[config.mk]
export PLATFORM = sky130hd
export DESIGN_NAME = apb_master_bridge
export DESIGN_NICKNAME = d
export VERILOG_FILES = /design/src/rtl/apb_master_bridge.sv
export SDC_FILE = /design/constraint.sdc
export NUM_CORES = 1
export LEC_CHECK = 0
export CAP_MARGIN = 25
export CORE_AREA = 8 8 118 142
export DETAILED_ROUTE_END_ITERATION = 12
export DIE_AREA = 0 0 126 150
export PLACE_DENSITY = 0.8
export SLEW_MARGIN = 20
export SYNTH_ARGS = -nofsm -noshare
export SYNTH_HDL_FRONTEND = slang
export SYNTH_SLANG_ARGS = --single-unit
[constraint.sdc]
create_clock -name PCLK -period 2.7 [get_ports PCLK]
set_input_delay 0.27 -clock PCLK [delete_from_list [all_inputs] [get_ports PCLK]]
set_output_delay 0.27 -clock PCLK [all_outputs]
set_load 0.1 [all_outputs]
[src/rtl/apb_master_bridge.sv]
// apb_master_bridge: single-initiator CPU-to-APB bridge with one-hot address decode and PREADY timeout
module apb_master_bridge #(
  parameter int TIMEOUT = 16
) (
  input  logic        PCLK,
  input  logic        PRESET,
  input  logic        transfer,
  input  logic        write,
  input  logic [31:0] addr,
  input  logic [31:0] wdata,
  output logic [31:0] rdata,
  output logic        ready,
  output logic        err,
  output logic        busy,
  output logic [31:0] PADDR,
  output logic        PWRITE,
  output logic [31:0] PWDATA,
  output logic        PENABLE,
  output logic [4:0]  PSEL,
  input  logic [31:0] PRDATA0,
  input  logic [31:0] PRDATA1,
  input  logic [31:0] PRDATA2,
  input  logic [31:0] PRDATA3,
  input  logic [31:0] PRDATA4,
  input  logic        PREADY0,
  input  logic        PREADY1,
  input  logic        PREADY2,
  input  logic        PREADY3,
  input  logic        PREADY4
);
  localparam int CW = $clog2(TIMEOUT + 1);
  typedef enum logic [1:0] {IDLE, SETUP, ACCESS, ERROR} state_t;
  state_t state, state_next;
  logic [CW-1:0] cnt;
  logic [4:0] sel, dec, pready;
  logic [31:0] prdata;
  logic hit, sel_ready, tmo, ack, done;
  assign hit = addr[31:11] == 21'h020000 && addr[10:8] < 3'd5;
  assign dec = hit ? 5'b00001 << addr[10:8] : 5'b0;
  assign pready = {PREADY4, PREADY3, PREADY2, PREADY1, PREADY0};
  assign prdata = ({32{sel[0]}} & PRDATA0) | ({32{sel[1]}} & PRDATA1) | ({32{sel[2]}} & PRDATA2) |
                  ({32{sel[3]}} & PRDATA3) | ({32{sel[4]}} & PRDATA4);
  assign sel_ready = |(pready & sel);
  assign tmo = cnt == CW'(TIMEOUT - 1);
  // PREADY takes priority over a coincident terminal count
  assign ack = state == ACCESS && sel_ready;
  assign done = state == ERROR || (state == ACCESS && (sel_ready || tmo));
  always_ff @(posedge PCLK or negedge PRESET)
    if (!PRESET) state <= IDLE;
    else state <= state_next;
  always_comb begin
    state_next = state == IDLE   ? (transfer ? (hit ? SETUP : ERROR) : IDLE) :
                 state == SETUP  ? ACCESS :
                 state == ACCESS ? (done ? IDLE : ACCESS) : IDLE;
  end
  always_comb begin
    busy = state != IDLE;
    PENABLE = state == ACCESS;
    PSEL = (state == SETUP || state == ACCESS) ? sel : 5'b0;
  end
  always_ff @(posedge PCLK or negedge PRESET)
    if (!PRESET) begin
      PADDR <= '0;
      PWRITE <= 1'b0;
      PWDATA <= '0;
      sel <= '0;
      cnt <= '0;
      ready <= 1'b0;
      err <= 1'b0;
      rdata <= '0;
    end else begin
      ready <= done;
      if (state == IDLE && transfer) begin
        PADDR <= addr;
        PWRITE <= write;
        PWDATA <= wdata;
        sel <= dec;
      end
      if (state == SETUP) cnt <= '0;
      else if (state == ACCESS && !done) cnt <= cnt + CW'(1);
      if (done) begin
        err <= !ack;
        rdata <= (ack && !PWRITE) ? prdata : 32'h0;
      end
    end
endmodule

After elaboration in Yosys (flattened, before gate mapping):

Cells that the tools add are included.

* $lt $le $gt $ge: 1
* muxes and demuxes: 11
* bitwise logic cells: 10
* shifts and indexed selects: 1
* equal/unequal tests: 5
* reduce and logical (&&, ||, !) cells: 16
* add/sub/neg operators: 1

Operators with widths (count)
* 32-bit AND: 5
* 32-bit OR: 4
* 32-bit two-way mux: 1
* 21-bit by 18-bit == test with 1-bit output (second input constant): 1
* 5-bit two-way mux: 4
* 2-bit two-way mux: 6
* 1-bit logical AND: 6
* 5-bit by 1-bit adder with 5-bit output (second input constant): 1
* 5-bit AND: 1
* 5-bit by 4-bit == test with 1-bit output (second input constant): 1
* 5-bit OR reduction: 1
* 1-bit by 3-bit left shift with 5-bit output (first input constant): 1
* 2-bit == test (second input constant): 2
* 2-bit nonzero test: 2
* 1-bit zero test: 3
* 1-bit logical OR: 3
* 3-bit less-than comparator (second input constant): 1
* 2-bit by 1-bit == test with 1-bit output (second input constant): 1
* 2-bit zero test: 1

* register bits after elaboration: 111
* word-level logic and storage cells: 54

Logic depth before layout (Yosys ltp):

* depth in word-level cells: 9
* depth in mapped cells: 8
* gate-level depth less buffers: 7

Worst setup path after synthesis:

No wires, ideal clock.

* path kind: reg2reg
* start point: register state[0]
* end point: register cnt[3]
* cell stages (with the launch flop): 7
* arrival time: 2.296 ns
* setup slack: 0.327 ns
* setup time: 0.078 ns
* path buffers: 0
* cells stage by stage: dfrtp_1 -> inv_1 -> ha_1 -> nor3b_1 -> nand3_1 -> or3_1 -> a21oi_1

* word-level cells in the longest chain between the ends: 6

Ends and longest elaborated chain
* start: declaration: RTL line 33 `state_t state, state_next;`
* start signal: assignment: RTL line 50 `else state <= state_next;`
* 2-bit == test (*)
* via PENABLE: RTL line 18 `output logic PENABLE,`
* 1-bit logical AND: RTL line 47 `assign done = state == ERROR || (state == ACCESS && (sel_ready || tmo));`
* 1-bit logical OR: RTL line 47
* 1-bit zero test: RTL line 80 `else if (state == ACCESS && !done) cnt <= cnt + CW'(1);`
* 1-bit logical AND (*): RTL line 80
* 2-bit nonzero test (no line) (*)
* end signal: assignment: RTL line 80
* end: declaration: RTL line 34 `logic [CW-1:0] cnt;`

Mark *: on every way through the listed nets, which the timed path passes. The rest lies on a longest branch.
A chain may end at the register's enable or synchronous reset.

Worst setup path after layout:

* start point: register cnt[0]
* end point: register cnt[1]

* word-level cells in the longest chain between the ends: 7

Ends and longest elaborated chain
* branches (longest 7 deep; another with 5-bit by 1-bit adder with 5-bit output)

Several ways; the timed one is not identified. The select of a mux whose other input is x is not followed.

==> key figures <==
Status
  – Outcome: completed

Cells and area
  – Layout cell share with drive strength beyond 1: 0.266
  – Non-filler cells in the finished layout: 923
  – Antenna Cells: 0
  – Fin nets: 979
  – Fillers: 1183
  – Area growth from synthesis to layout: 70.5%

CTS
  – CTS tree: built
  – Clock-pin slew on the worst setup and hold paths: 0.07 ns
  – Clock Latency Late Sink: 0.34 ns
  – Root Buffer: clkbuf_16
  – Setup bufs post-CTS: 0
  – # resized after CTS: 0
  – Sink Count: 111
  – H-Tree Depth: 3
  – CTS Buffer Depth: 2
  – Total CTS buffers: 9

Routing
  – DR DRC count: 0
  – First-pass iteration count of the detailed router: 9
  – Via density: 5.39
  – Routed WL: 20600 um
  – Initial DRC count: 504
  – Post-route ant nets: 0
  – Vias post-DR: 4976
  – Drt wl/cell: 22.3 um

Logic synthesis
  – Synth Instances: 413
  – Synth warn: 0
  – Async SR Flop Fraction: 1.00
  – Biggest area consumer among synthesized cells: dfrtp_1
  – Number of flops mapped to enable cells by yosys: 0
  – Average size of a mapped cell: 12.4 um2
  – Main combinational cell family by area after synthesis: compound AO/OA/AOI/OAI gates
  – Synthesized Nets: 652
  – Post-Synth XOR/XNOR Area: 0.00342
  – Top cells by instance count after synthesis: dfrtp_1, mux2_2, nand2_1
  – Sequential area share after synthesis: 0.543
  – Area contributors post-synth: dfrtp_1, mux2_2, a222oi_1
  – Cell Area, Synth: 5120 um2
  – Synthesized flop and latch total: 111
  – Simple-Gate Fraction of Synth Area: 0.0674
  – Most common cell in the netlist: dfrtp_1
  – Synth top area share: 0.543
  – Adder-cell area share of the yosys netlist: 0.0147
  – Post-synthesis compound-gate area fraction: 0.190
  – Top FF cell, synth: dfrtp_1
  – Multiplexer share of the synthesized area: 0.138
  – Yosys cell types: 34

Critical path
  – Reg-to-Reg End: cnt[1]
  – R2R setup slack: 0.57 ns
  – Worst Path Required: 2.92 ns
  – R2R depth: 7
  – FF-to-FF Start: cnt[0]
  – Element type at the critical path start: flip-flop
  – CP Launch Point: cnt[0]
  – CP Class: reg2reg
  – Worst Path Max Fanout: 5
  – Crit end category: flip-flop
  – CP arrival: 2.36 ns

Place
  – I/O Buffers: 338
  – DP Wirelength: 16400 um
  – Placed insts: 906
  – Placer Congestion: 0.921

Die
  – Total die area: 18900 um2
  – Die X: 126 um
  – Initial Util: 0.351
  – Core Region: 14600 um2
  – Die H: 150 um
  – Io pins: 339
  – Core Rows: 49

STA
  – Final setup viols: 0
  – RSZ-0062 raised after global routing: false
  – Tightest Pin Transition: 0.529 ns
  – Clock skew: 0.0131 ns
  – Final min period: 2.13 ns
  – Fmax: 469 MHz
  – Relative slew slack: 0.647
  – Final hold violation count: 0
  – Setup TNS Final: 0 ns
  – Tcrit/Tclk final: 0.790
  – Final Max Slew Viols: 0

Worst hold path
  – Hold Path Class: in2async

GRT
  – Antenna violations before repair: 1
  – GRT overflow: 0
  – Pin count of the biggest net entering global routing: 53
  – Vias in the first global route: 5464
  – GRT Util Overall: 0.211
  – First-pass GRT wire length: 31300 um

Power
  – Cell Pwr Density: 1160 nW/um2
  – Leakage power: 3.94 nW
  – Peak VDD IR: 1.15 mV

Job
  – Max-Cap Viols: 0
## power breakdown
group	switching (mW)	internal (mW)	total, mW
registers	0.310	2.22	2.53
logic	4.71	1.54	6.25
clock network	0.612	0.730	1.34
## critical path, cell delays in order (launching register included)
cell and delay, ns:
dfrtp_1 0.41, ha_1 0.22, and3_1 0.19, ha_1 0.21, nor3b_1 0.33, and3_1 0.37, mux2i_1 0.24, nor2_1 0.05
## worst max path at each step
stage / end / slack (ns)
5_1_grt: cnt[1] / 0.46
4_1_cts: cnt[1] / 0.59
6_report: cnt[1] / 0.57
3_3_place_gp: rdata[3] / 0.43
2_1_floorplan: cnt[3] / 0.33
3_5_place_dp: rdata[17] / 0.40
## registers in the layout (all words and copies together) (netlist names), 2 cells and up
| signal | flops |
|---|---|
| sel | 5 |
| cnt | 5 |
| PWDATA | 32 |
| state | 2 |
| PADDR | 32 |
| rdata | 32 |
## cells in the final DEF, fill, tap and decap left out, types with 6 or more instances in the layout
| cell type | Yosys | layout |
|---|---|---|
| a22oi_1 | 33 | 33 |
| nor2_1 | 8 | 8 |
| ha_1 | 6 | 6 |
| mux2_2 | 62 | 62 |
| buf_4 | 0 | 114 |
| nand2_1 | 41 | 41 |
| clkdlybuf4s50_1 | 0 | 231 |
| a22o_1 | 34 | 34 |
| a222oi_1 | 33 | 33 |
| dfrtp_1 | 111 | 111 |
| inv_1 | 7 | 7 |
| clkbuf_16 | 0 | 9 |
## what timing repair did
action | in CTS | in global routing
hold buffers | 1 | 0
endpoints found under the hold margin | 34 | 0
setup endpoints to repair | 0 | 0
## layout make-up
| cell class | count | area (um2) | area share |
|---|---|---|---|
| Clock buffer | 9 | 225 | 0.0258 |
| Sequential cell | 111 | 2780 | 0.318 |
| Timing Repair Buffer | 351 | 3280 | 0.376 |
| Inverter | 8 | 30.0 | 0.00344 |
| Multi-Input combinational cell | 259 | 2120 | 0.243 |
| Clock inverter | 7 | 77.6 | 0.00889 |
| Tap cell | 178 | 223 | 0.0255 |
## metrics by stage
stage	instance area, um2	utilization	setup WS, ns	total power, mW	hold WS, ns
global placement	8420	0.577	0.432	8.72	0.252
detailed placement	8420	0.577	0.396	8.84	0.261
global route	8730	0.598	0.456	10.5	0.476
finish	8730	0.598	0.568	10.1	0.458
CTS	8730	0.598	0.586	10.2	0.456
floorplan	5120	-	0.327	7.24	-0.0256
## logic make-up (layout without fill, tap and decap cells)
family                     after synthesis  count (layout)
AOI/OAI and AO/OA                      114             114
xor gates and xnor gates                 2               2
adders and majority gates                6               6
buffers and inverters                   43             375
DFF                                    111             111
muxes                                   63              63
and+or+nand+nor                         74              74
## metal layers
| layer | GRT usage | vias up | share of wire |
|---|---|---|---|
| met2 | 0.377 | 267 | 0.52 |
| li1 | - | 2254 | - |
| met3 | 0.0681 | 40 | 0.085 |
| met1 | 0.231 | 2413 | 0.37 |
| met5 | 0 | - | 0.00063 |
| met4 | 0.0735 | 2 | 0.027 |
No activity file was read; power rests on OpenSTA's default activity.
